$ cat config.mk
export PLATFORM = sky130hd
export DESIGN_NAME = link_master_burst
export DESIGN_NICKNAME = d
export VERILOG_FILES = /design/src/rtl/link_master_burst.sv
export SDC_FILE = /design/constraint.sdc
export NUM_CORES = 1
export LEC_CHECK = 0
export CAP_MARGIN = 40
export CORE_AREA = 2 2 58 66
export CTS_CLUSTER_DIAMETER = 100
export DETAILED_ROUTE_END_ITERATION = 6
export DIE_AREA = 0 0 60 68
export PLACE_DENSITY_LB_ADDON = 0.25
export SLEW_MARGIN = 20
export SYNTH_ARGS = -nofsm -noshare
export SYNTH_HDL_FRONTEND = slang
export SYNTH_SLANG_ARGS = --single-unit
$ cat constraint.sdc
create_clock -name clk_i -period 2.7 [get_ports clk_i]
set_input_delay 0.27 -clock clk_i [delete_from_list [all_inputs] [get_ports clk_i]]
set_output_delay 0.27 -clock clk_i [all_outputs]
set_load 0.02 [all_outputs]
$ cat src/rtl/link_master_burst.sv
// rtl/link_master_burst.sv - burst master for the 4-phase req/ack link
//
// Pulls len_i+1 words from an upstream valid/ready source and sends each one
// over the 4-phase req/ack handshake, pulsing done_o when the burst is finished.
// Optional watchdog: define LINK_TIMEOUT_EN to abort a stalled handshake
// phase after TIMEOUT cycles, pulsing err_o.
//
// Ports:
//   clk_i       rising-edge clock
//   rst_i       synchronous active-high reset
//   start_i     burst request, sampled only while idle
//   len_i       burst length minus one, captured with start_i
//   in_data_i   upstream word
//   in_valid_i  upstream word valid
//   in_ready_o  upstream word accepted this cycle
//   req_o       link request
//   ack_i       link acknowledge from the slave
//   data_o      link data, zero outside the req/ack phases
//   busy_o      burst in progress
//   done_o      one-cycle pulse: burst completed
//   err_o       one-cycle pulse: burst aborted by the watchdog
//   word_cnt_o  index of the word currently in transfer

module link_master_burst #(
  parameter int DATA_W  = 8,
  parameter int LEN_W   = 4,
  parameter int TIMEOUT = 15
) (
  input  logic              clk_i,
  input  logic              rst_i,
  input  logic              start_i,
  input  logic [LEN_W-1:0]  len_i,
  input  logic [DATA_W-1:0] in_data_i,
  input  logic              in_valid_i,
  output logic              in_ready_o,
  output logic              req_o,
  input  logic              ack_i,
  output logic [DATA_W-1:0] data_o,
  output logic              busy_o,
  output logic              done_o,
  output logic              err_o,
  output logic [LEN_W-1:0]  word_cnt_o
);

  typedef enum logic [2:0] {
    S_IDLE,
    S_FETCH,
    S_REQ,
    S_WAIT_LOW,
    S_DONE,
    S_ERR
  } state_t;

  state_t              state_q, state_d;
  logic [LEN_W-1:0]    word_cnt_q, word_cnt_d;
  logic [LEN_W-1:0]    len_q, len_d;
  logic [DATA_W-1:0]   data_q, data_d;
  logic                timeout_hit;

  if (TIMEOUT < 1) begin : g_bad_timeout
    $error("link_master_burst: TIMEOUT must be at least 1");
  end

`ifdef LINK_TIMEOUT_EN
  localparam int WD_W = $clog2(TIMEOUT + 1);

  logic [WD_W-1:0] wdog_q, wdog_d;
  logic [WD_W-1:0] wdog_inc;
  logic            in_phase;

  // The count includes the current cycle, so the state exits after exactly
  // TIMEOUT cycles in a stalled phase.
  assign in_phase    = (state_q == S_REQ) || (state_q == S_WAIT_LOW);
  assign wdog_inc    = wdog_q + 1'b1;
  assign timeout_hit = in_phase && (wdog_inc == WD_W'(TIMEOUT));

  // Any state change clears the counter, which covers entry to REQ and to
  // WAIT_LOW; outside the handshake phases it simply rests at zero.
  always_comb begin
    wdog_d = '0;
    if (state_d == state_q && in_phase) begin
      wdog_d = wdog_inc;
    end
  end

  always_ff @(posedge clk_i) begin
    if (rst_i) begin
      wdog_q <= '0;
    end else begin
      wdog_q <= wdog_d;
    end
  end

  assign err_o = (state_q == S_ERR);
`else
  assign timeout_hit = 1'b0;
  assign err_o       = 1'b0;
`endif

  always_comb begin
    state_d    = state_q;
    word_cnt_d = word_cnt_q;
    len_d      = len_q;
    data_d     = data_q;
    unique case (state_q)
      S_IDLE: begin
        if (start_i) begin
          len_d      = len_i;
          word_cnt_d = '0;
          state_d    = S_FETCH;
        end
      end
      S_FETCH: begin
        if (in_valid_i) begin
          data_d  = in_data_i;
          state_d = S_REQ;
        end
      end
      S_REQ: begin
        // The exit condition takes priority over a coincident timeout.
        if (ack_i) begin
          state_d = S_WAIT_LOW;
        end else if (timeout_hit) begin
          state_d = S_ERR;
        end
      end
      S_WAIT_LOW: begin
        if (!ack_i) begin
          if (word_cnt_q == len_q) begin
            state_d = S_DONE;
          end else begin
            word_cnt_d = word_cnt_q + 1'b1;
            state_d    = S_FETCH;
          end
        end else if (timeout_hit) begin
          state_d = S_ERR;
        end
      end
      S_DONE:  state_d = S_IDLE;
      S_ERR:   state_d = S_IDLE;
      default: state_d = S_IDLE;
    endcase
  end

  always_ff @(posedge clk_i) begin
    if (rst_i) begin
      state_q    <= S_IDLE;
      word_cnt_q <= '0;
      len_q      <= '0;
      data_q     <= '0;
    end else begin
      state_q    <= state_d;
      word_cnt_q <= word_cnt_d;
      len_q      <= len_d;
      data_q     <= data_d;
    end
  end

  assign in_ready_o = (state_q == S_FETCH);
  assign req_o      = (state_q == S_REQ);
  assign data_o     = (state_q == S_REQ || state_q == S_WAIT_LOW) ? data_q : '0;
  assign busy_o     = (state_q != S_IDLE);
  assign done_o     = (state_q == S_DONE);
  assign word_cnt_o = word_cnt_q;

endmodule

-- After elaboration in Yosys (flattened, before gate mapping)
Index checks and enable logic that the tools add are counted.
- register bits: 19
- output and inout port bits: 17
- reductions and logical operators: 8
- equality and inequality tests: 10
- mux-type cells: 11
- $add $sub $neg: 1
- operator list (cell ; count):
    $mux W3 ; 5
    $mux W4 ; 3
    $pmux W3 S4 ; 1
    $mux W8 ; 1
    $ne A2 B2 Y1 const B ; 4
    $pmux W4 S2 ; 1
    $reduce_and A4 Y1 ; 2
    $eq A3 B2 Y1 const B ; 2
    $add A4 B1 Y4 const B ; 1
    $eq A4 B4 Y1 ; 1
    $reduce_and A2 Y1 ; 2
    $eq A3 B1 Y1 const B ; 1
    $eq A3 B3 Y1 const B ; 1
    $logic_not A3 Y1 ; 1
    $reduce_bool A3 Y1 ; 1
    $ne A2 B1 Y1 const B ; 1
    $reduce_bool A2 Y1 ; 1
    $logic_or A1 B1 Y1 ; 1

-- Depth between registers and ports, before layout
Gate-level depths: netlist (run 1).
- depth in word-level cells: 4
- mapped depth: 6
- mapped depth without buffers: 4

-- Worst setup path after synthesis (run 1)
Ideal clock, no wire load.
- path kind: reg-to-output
- start point: register state_q[1]
- end point: output port data_o[0]
- cell stages (with the launch flop): 4
- buffers on the path: 1
- data required time: 2430 ps
- arrival time: 1063 ps
- setup slack: 1367 ps
- cells stage by stage: dfxtp_1 -> buf_6 -> nor2b_1 -> and2_1
- longest elaborated chain between the ends: 3
- RTL lines (what ; line ; text):
    from (decl) ; 54 ; state_t state_q, state_d;
    from (signal assigned) ; 152 ; state_q <= state_d;
    $eq A3 B2 Y1 ; 161 ; assign data_o = (state_q == S_REQ || state_q == S_WAIT_LOW) ? data_q : '0;
    $logic_or A1 B1 Y1 * ; 161 ;
    $mux W8 * ; 161 ;
    to (decl) ; 38 ; output logic [DATA_W-1:0] data_o,
Mark *: on every way between the ends. The rest lies on a longest branch, timed or not.

-- Worst setup path in the final report (run 1)
- start point: register state_q[1]
- end point: output port data_o[6]
Same word-level chain as after synthesis.

==> impl_metrics.env, run 1 <==
export IMPL_grt_pass1_wl_um=3480
export IMPL_synth_area_sq_um=992
export IMPL_cp_data_arrival_time_ns=2.16
export IMPL_multi_input_area_sq_um=552
export IMPL_grt_pass1_vias=766
export IMPL_clk_latency_ns=0.26
export IMPL_synth_area_leaders="dfxtp_1 (38%), mux2i_1 (13%), nor2_1 (6.1%)"
export IMPL_n_antenna_cell=0
export IMPL_grt_antenna_before_repair=0
export IMPL_synth_edf_count=0
export IMPL_max_stage_delay_ns=0.60
export IMPL_cp_required_ns=2.43
export IMPL_hpwl_um=1460
export IMPL_routedWlPerCell_um=10.9
export IMPL_grt_start_max_net_pins=22
export IMPL_detail_route_antenna_nets=0
export IMPL_fmax_mhz=412
export IMPL_ir_worst_vdd_mv=0.173
export IMPL_r2r_end="data_q[5]$_SDFFE_PP0P_"
export IMPL_fp_dieW_um=60
export IMPL_ys_ff_latch=19
export IMPL_pre_cts_slack_ns=0.570
export IMPL_die_area_sq_um=4080
export IMPL_period_share_pct=90.0
export IMPL_synthMuxAreaShare_pct=13.1
export IMPL_gp_congestion=0.806
export IMPL_grt_overflow_total=0
export IMPL_final_layout_size_suffix_gt1_share_pct=10.4
export IMPL_synth_cells=103
export IMPL_worst_pin_slew_ns=0.536
export IMPL_hold_path_startpoint="data_q[0]$_SDFFE_PP0P_"
export IMPL_setup_viol=0
export IMPL_dr_pass1_iters=4
export IMPL_routed_wl_um=2000
export IMPL_max_slew_margin_pct=64.1
export IMPL_worst_clock_skew_ns=0.00295
export IMPL_slew_violations=0
export IMPL_nNetsFinal=153
export IMPL_yosys_area_share_xor_xnor_pct=3.53
export IMPL_drc=0
export IMPL_cts_buffers=3
export IMPL_finalSetupTns_ns=0
export IMPL_grt_total_usage_pct=11.3
export IMPL_synth_compound_area_share_pct=6.68
export IMPL_row_count=23
export IMPL_coreArea_sq_um=3480
export IMPL_synth_top_area_share_pct=38.3
export IMPL_leakage_nw=0.499
export IMPL_hold_buffers=0
export IMPL_root_buffer="clkbuf_8"
export IMPL_critPathTopFamily="simple AND/OR/NAND/NOR gates"
export IMPL_crit_type="reg2out"
export IMPL_yosys_area_share_simple_pct=30.6
export IMPL_synth_top_cell_by_area="dfxtp_1"
export IMPL_start_util_pct=28.5
export IMPL_status="completed"
export IMPL_clk_pin_slew_ns=0.07
export IMPL_syn_to_final_growth_pct=39.1
export IMPL_synth_cell_types=35
export IMPL_cap_violations=0
export IMPL_ff2ff_path_depth=5
export IMPL_final_cell_mix="clkdlybuf4s50_1 (32), dfxtp_1 (19), nor2_1 (16)"
export IMPL_final_util_pct=39.6
export IMPL_r2r_start="state_q[0]$_SDFFE_PP0P_"
export IMPL_slowest_stage="dfxtp_1"
export IMPL_drt_iter0_drc=7
export IMPL_vias=801
export IMPL_setup_ws_ns=0.271
export IMPL_cp_num_buf_inv=1
export IMPL_clk_path_buf_depth=2
export IMPL_synthArstFlopShare_pct=0
export IMPL_synth_top_family_by_area="simple AND/OR/NAND/NOR gates"
export IMPL_cts_resized=0
export IMPL_critPathMaxFanout=11
export IMPL_seqCellArea_sq_um=380
export IMPL_total_power_uw=628
export IMPL_reg2reg_slack_ns=1.13
export IMPL_hold_end="data_q[0]$_SDFFE_PP0P_"
export IMPL_cp_num_cells=3
export IMPL_end_kind="output pin"
export IMPL_ioPinCount=34
export IMPL_hp_class="reg2reg"
export IMPL_cts_setup_buffers=0
export IMPL_avgViaCountPerCell=4.35
export IMPL_synth_fa_ha_area_share_pct=1.26
export IMPL_postSynthNetCount=121
export IMPL_ys_flop_type="dfxtp_1"
export IMPL_syn_avg_cell_area_sq_um=9.63
export IMPL_min_path_cells=2
export IMPL_port_buffers=32
export IMPL_clock_sinks=19
export IMPL_mostFrequentLayoutCell="clkdlybuf4s50_1"
export IMPL_yosysWarnings=0
export IMPL_dieHeight_um=68
export IMPL_finalHoldViolCount=0
export IMPL_cts_tree="built"
export IMPL_rsz0062_at_grt="false"
export IMPL_yosysSeqAreaShare_pct=38.3
export IMPL_n_fill_cell=359
export IMPL_start_kind="flip-flop"
export IMPL_cp_cell_sequence="nor2b_1 > and2_1 > clkdlybuf4s50_1"
export IMPL_htree_levels=1
export IMPL_post_route_min_period_ns=2.43
export IMPL_power_density_nw_per_um2=455
==> power breakdown <==
group	internal [mW]	total [mW]	leakage [nW]	switching [mW]
combinational	0.0656	0.118	0.319	0.0529
clock	0.103	0.200	0.0255	0.0968
sequential	0.294	0.310	0.155	0.0158
total	0.462	0.628	0.499	0.165
==> routing by layer <==
layer  part of all wire (%)  vias to the layer above  track usage, %  routed length (um)
li1                       -                      411               -                   -
met1                     50                      367            14.8                 991
met2                     44                       19            17.1                 871
met3                    4.2                        4            2.65                  84
met4                    2.6                        0            5.83                  53
met5                      0                        -               0                   0
==> per-stage QoR <==
step	std cells	hold WS [ns]	cell area (sq um)
after floorplan	103	0.417	992
after global placement	180	0.466	1330
after detailed placement	180	0.483	1330
after CTS	184	0.502	1380
after global routing	184	0.512	1380
final	184	0.489	1380
==> layout make-up <==
| class | instances | area share [%] |
|---|---|---|
| sequential | 19 | 27.6 |
| timing repair buffer | 34 | 24.3 |
| tap | 50 | 4.53 |
| clock buffer | 3 | 2.99 |
| multi-input combinational | 76 | 40.0 |
| clock inverter | 1 | 0.363 |
| inverter | 1 | 0.272 |
==> worst reg2reg max path, delay by kind of cell (launching register included) <==
family,cells,cell delay [ns]
buffers and inverters,2,0.38
DFF,1,0.56
muxes,1,0.20
and+or+nand+nor,2,0.31
==> sequential cells by signal, summed over array words and instances, names as in the netlist <==
name,flops
state_q,3
len_q,4
word_cnt_o,4
data_q,8
==> cell families after synthesis <==
kind of cell | Yosys count
AO/OA/AOI/OAI | 9
XOR/XNOR | 4
multiplexers | 13
adder cells (fa/ha/maj) | 1
other | 1
buffers and inverters | 8
AND/OR/NAND/NOR | 48
flip-flops | 19
==> how the worst max path moves through the flow <==
stage / startpoint / to
2_1_floorplan: state_q[1]$_SDFFE_PP0P_ / data_o[0]
3_3_place_gp: state_q[1]$_SDFFE_PP0P_ / req_o
3_5_place_dp: state_q[1]$_SDFFE_PP0P_ / data_o[2]
4_1_cts: state_q[1]$_SDFFE_PP0P_ / data_o[6]
5_1_grt: state_q[1]$_SDFFE_PP0P_ / data_o[3]
6_report: state_q[1]$_SDFFE_PP0P_ / data_o[6]
==> cells in the mapped netlist (2+ instances only) <==
| master | instances |
|---|---|
| dfxtp_1 | 19 |
| nor2_1 | 16 |
| mux2i_1 | 13 |
| and2_1 | 9 |
| nand2_1 | 4 |
| xnor2_1 | 4 |
| buf_6 | 3 |
| o21ai_0 | 3 |
| a21oi_1 | 2 |
| buf_4 | 2 |
| nand4_1 | 2 |
| nor3_1 | 2 |
| nor3b_1 | 2 |
Note: power is estimated with default switching activity, not from simulation.
==> run 2, diff against run 1 <==
--- a/config.mk
+++ b/config.mk
@@ -5,11 +5,12 @@
 export SDC_FILE = /design/constraint.sdc
 export NUM_CORES = 1
 export LEC_CHECK = 0
+export ABC_AREA = 1
 export CAP_MARGIN = 40
-export CORE_AREA = 2 2 58 66
+export CORE_AREA = 2 2 60 67
 export CTS_CLUSTER_DIAMETER = 100
 export DETAILED_ROUTE_END_ITERATION = 6
-export DIE_AREA = 0 0 60 68
+export DIE_AREA = 0 0 62 69
 export PLACE_DENSITY_LB_ADDON = 0.25
 export SLEW_MARGIN = 20
 export SYNTH_ARGS = -nofsm -noshare
==> impl_metrics.env, run 2 <==
export IMPL_slowest_stage="clkdlybuf4s50_1"
export IMPL_synth_area_sq_um=1040
export IMPL_grt_overflow_total=0
export IMPL_setup_viol=0
export IMPL_syn_avg_cell_area_sq_um=6.81
export IMPL_synth_fa_ha_area_share_pct=1.20
export IMPL_n_antenna_cell=0
export IMPL_critPathMaxFanout=8
export IMPL_drc=0
export IMPL_top_register="data_q"
export IMPL_yosys_area_share_xor_xnor_pct=1.68
export IMPL_synth_compound_area_share_pct=17.2
export IMPL_leakage_nw=0.630
export IMPL_start_util_pct=29.0
export IMPL_coreArea_sq_um=3600
export IMPL_grt_pass1_vias=851
export IMPL_start_kind="flip-flop"
export IMPL_ff2ff_path_depth=10
export IMPL_finalSetupTns_ns=0
export IMPL_routedWlPerCell_um=9.21
export IMPL_htree_levels=1
export IMPL_n_fill_cell=393
export IMPL_worst_clock_skew_ns=0.00249
export IMPL_rsz0062_at_grt="false"
export IMPL_fp_dieW_um=62
export IMPL_dieHeight_um=69
export IMPL_synth_top_area_share_pct=36.5
export IMPL_cts_setup_buffers=0
export IMPL_yosysSeqAreaShare_pct=36.5
export IMPL_final_util_pct=40.3
export IMPL_cp_data_arrival_time_ns=1.86
export IMPL_end_kind="output pin"
export IMPL_hpwl_um=1650
export IMPL_drt_iter0_drc=21
export IMPL_post_route_min_period_ns=2.13
export IMPL_max_stage_delay_ns=0.61
export IMPL_ys_flop_type="dfxtp_1"
export IMPL_synth_cell_types=26
export IMPL_period_share_pct=78.8
export IMPL_row_count=23
export IMPL_synthArstFlopShare_pct=0
export IMPL_dr_pass1_iters=2
export IMPL_place_area_sq_um=1400
export IMPL_status="completed"
export IMPL_final_cell_mix="clkdlybuf4s50_1 (32), inv_1 (31), nand2_1 (27)"
export IMPL_mostFrequentLayoutCell="clkdlybuf4s50_1"
export IMPL_clock_sinks=19
export IMPL_crit_type="reg2out"
export IMPL_postSynthNetCount=171
export IMPL_power_density_nw_per_um2=844
export IMPL_grt_total_usage_pct=10.9
export IMPL_synth_top_family_by_area="simple AND/OR/NAND/NOR gates"
export IMPL_synth_cells=153
export IMPL_ir_worst_vdd_mv=0.243
export IMPL_grt_start_max_net_pins=17
export IMPL_final_layout_size_suffix_gt1_share_pct=12.4
export IMPL_synth_top_cell_by_area="dfxtp_1"
export IMPL_hp_class="reg2reg"
export IMPL_root_buffer="clkbuf_8"
export IMPL_vias=987
export IMPL_slew_violations=0
export IMPL_clk_latency_ns=0.26
export IMPL_min_path_cells=2
export IMPL_ys_ff_latch=19
export IMPL_grt_pass1_wl_um=3660
export IMPL_nNetsFinal=205
export IMPL_cap_violations=0
export IMPL_routed_wl_um=2170
export IMPL_hold_buffers=0
export IMPL_yosysWarnings=0
export IMPL_yosys_area_share_simple_pct=28.1
export IMPL_cts_resized=0
export IMPL_cp_cell_sequence="inv_2 > nor2_4 > nand2_4 > nand2_1 > inv_1 > nor2_1 > clkdlybuf4s50_1"
export IMPL_synth_edf_count=0
export IMPL_finalHoldViolCount=0
export IMPL_final_area_sq_um=1450
export IMPL_synth_most_common_cell="inv_1"
export IMPL_grt_antenna_before_repair=0
export IMPL_gp_congestion=0.728
export IMPL_cts_buffers=3
export IMPL_clk_pin_slew_ns=0.07
export IMPL_die_area_sq_um=4280
export IMPL_largest_reg_flops=8
export IMPL_clk_path_buf_depth=2
export IMPL_synthMuxAreaShare_pct=0
export IMPL_avgViaCountPerCell=4.18
export IMPL_fmax_mhz=470
export IMPL_ioPinCount=34
export IMPL_port_buffers=32
export IMPL_detail_route_antenna_nets=0
export IMPL_cp_required_ns=2.43
export IMPL_cts_tree="built"
export IMPL_synth_commonest_cells="inv_1 (31), nand2_1 (27), dfxtp_1 (19)"
export IMPL_synth_area_leaders="dfxtp_1 (36%), inv_1 (11%), nand2_1 (9.7%)"
export IMPL_syn_to_final_growth_pct=39.0
run 2: cell count changes in the layout (fill, tap and decap cells not counted), moves of 6 or more:
cell,change
nand3_1,+6
nand2_1,+23
o21ai_0,+7
a21oi_1,+14
inv_1,+30
mux2i_1,-13
and2_1,-9
run 2: kinds of logic (layout without fill, tap and decap cells):
| family | count (synthesis) | after routing |
|---|---|---|
| XOR/XNOR | 2 | 2 |
| AND/OR/NAND/NOR | 60 | 60 |
| adder cells (fa/ha/maj) | 1 | 1 |
| AO/OA/AOI/OAI | 32 | 32 |
| buffers and inverters | 38 | 71 |
| other | 1 | 1 |
| flip-flops | 19 | 19 |
run 2: metrics by stage:
step | std cells | hold slack (ns) | setup WS (ns) | total power [mW]
finish | 236 | 0.454 | 0.571 | 1.22
CTS | 236 | 0.456 | 0.536 | 1.24
floorplan | 153 | 0.339 | 1.35 | 0.853
detailed placement | 232 | 0.445 | 0.829 | 1.03
global placement | 232 | 0.441 | 0.829 | 1.03
global route | 236 | 0.470 | 0.399 | 1.34
run 2: critical path, delay by kind of cell, from the launching register on:
kind | cells | cell delay [ns]
buffers and inverters | 3 | 0.81
AND/OR/NAND/NOR | 4 | 0.40
flip-flops | 1 | 0.40
run 2: worst paths after layout:
path / from / end / slack [ns]
worst max-delay path: state_q[0]$_SDFFE_PP0P_ / data_o[0] / 0.57
worst min-delay path: data_q[2]$_SDFFE_PP0P_ / data_q[2]$_SDFFE_PP0P_ / 0.45
worst max register to register: word_cnt_o[0]$_SDFFE_PP0P_ / word_cnt_o[3]$_SDFFE_PP0P_ / 1.40
worst min register to register: data_q[2]$_SDFFE_PP0P_ / data_q[2]$_SDFFE_PP0P_ / 0.45
run 2: layer usage:
metal	share of wire, %	vias to the layer above	global-route usage, %
met4	1.6	0	5.67
met2	44	25	16.1
met1	49	425	14.6
met5	0	-	0
met3	6.2	4	2.25
li1	-	533	-
run 2: cell type report:
cell class / instances / area [sq um] / share of cell area, %
multi-input cells: 96 / 505 / 34.9
flip-flops and latches: 19 / 380 / 26.3
repair buffers: 32 / 320 / 22.1
inverters: 35 / 134 / 9.24
well taps: 50 / 62.6 / 4.32
clock buffers: 3 / 41.3 / 2.85
clock inverters: 1 / 5.00 / 0.345
run 2: power by group:
group | internal (mW) | total, mW | switching [mW]
Clock | 0.103 | 0.202 | 0.0990
Combinational | 0.242 | 0.615 | 0.373
Sequential | 0.350 | 0.406 | 0.0558
Total | 0.695 | 1.22 | 0.528
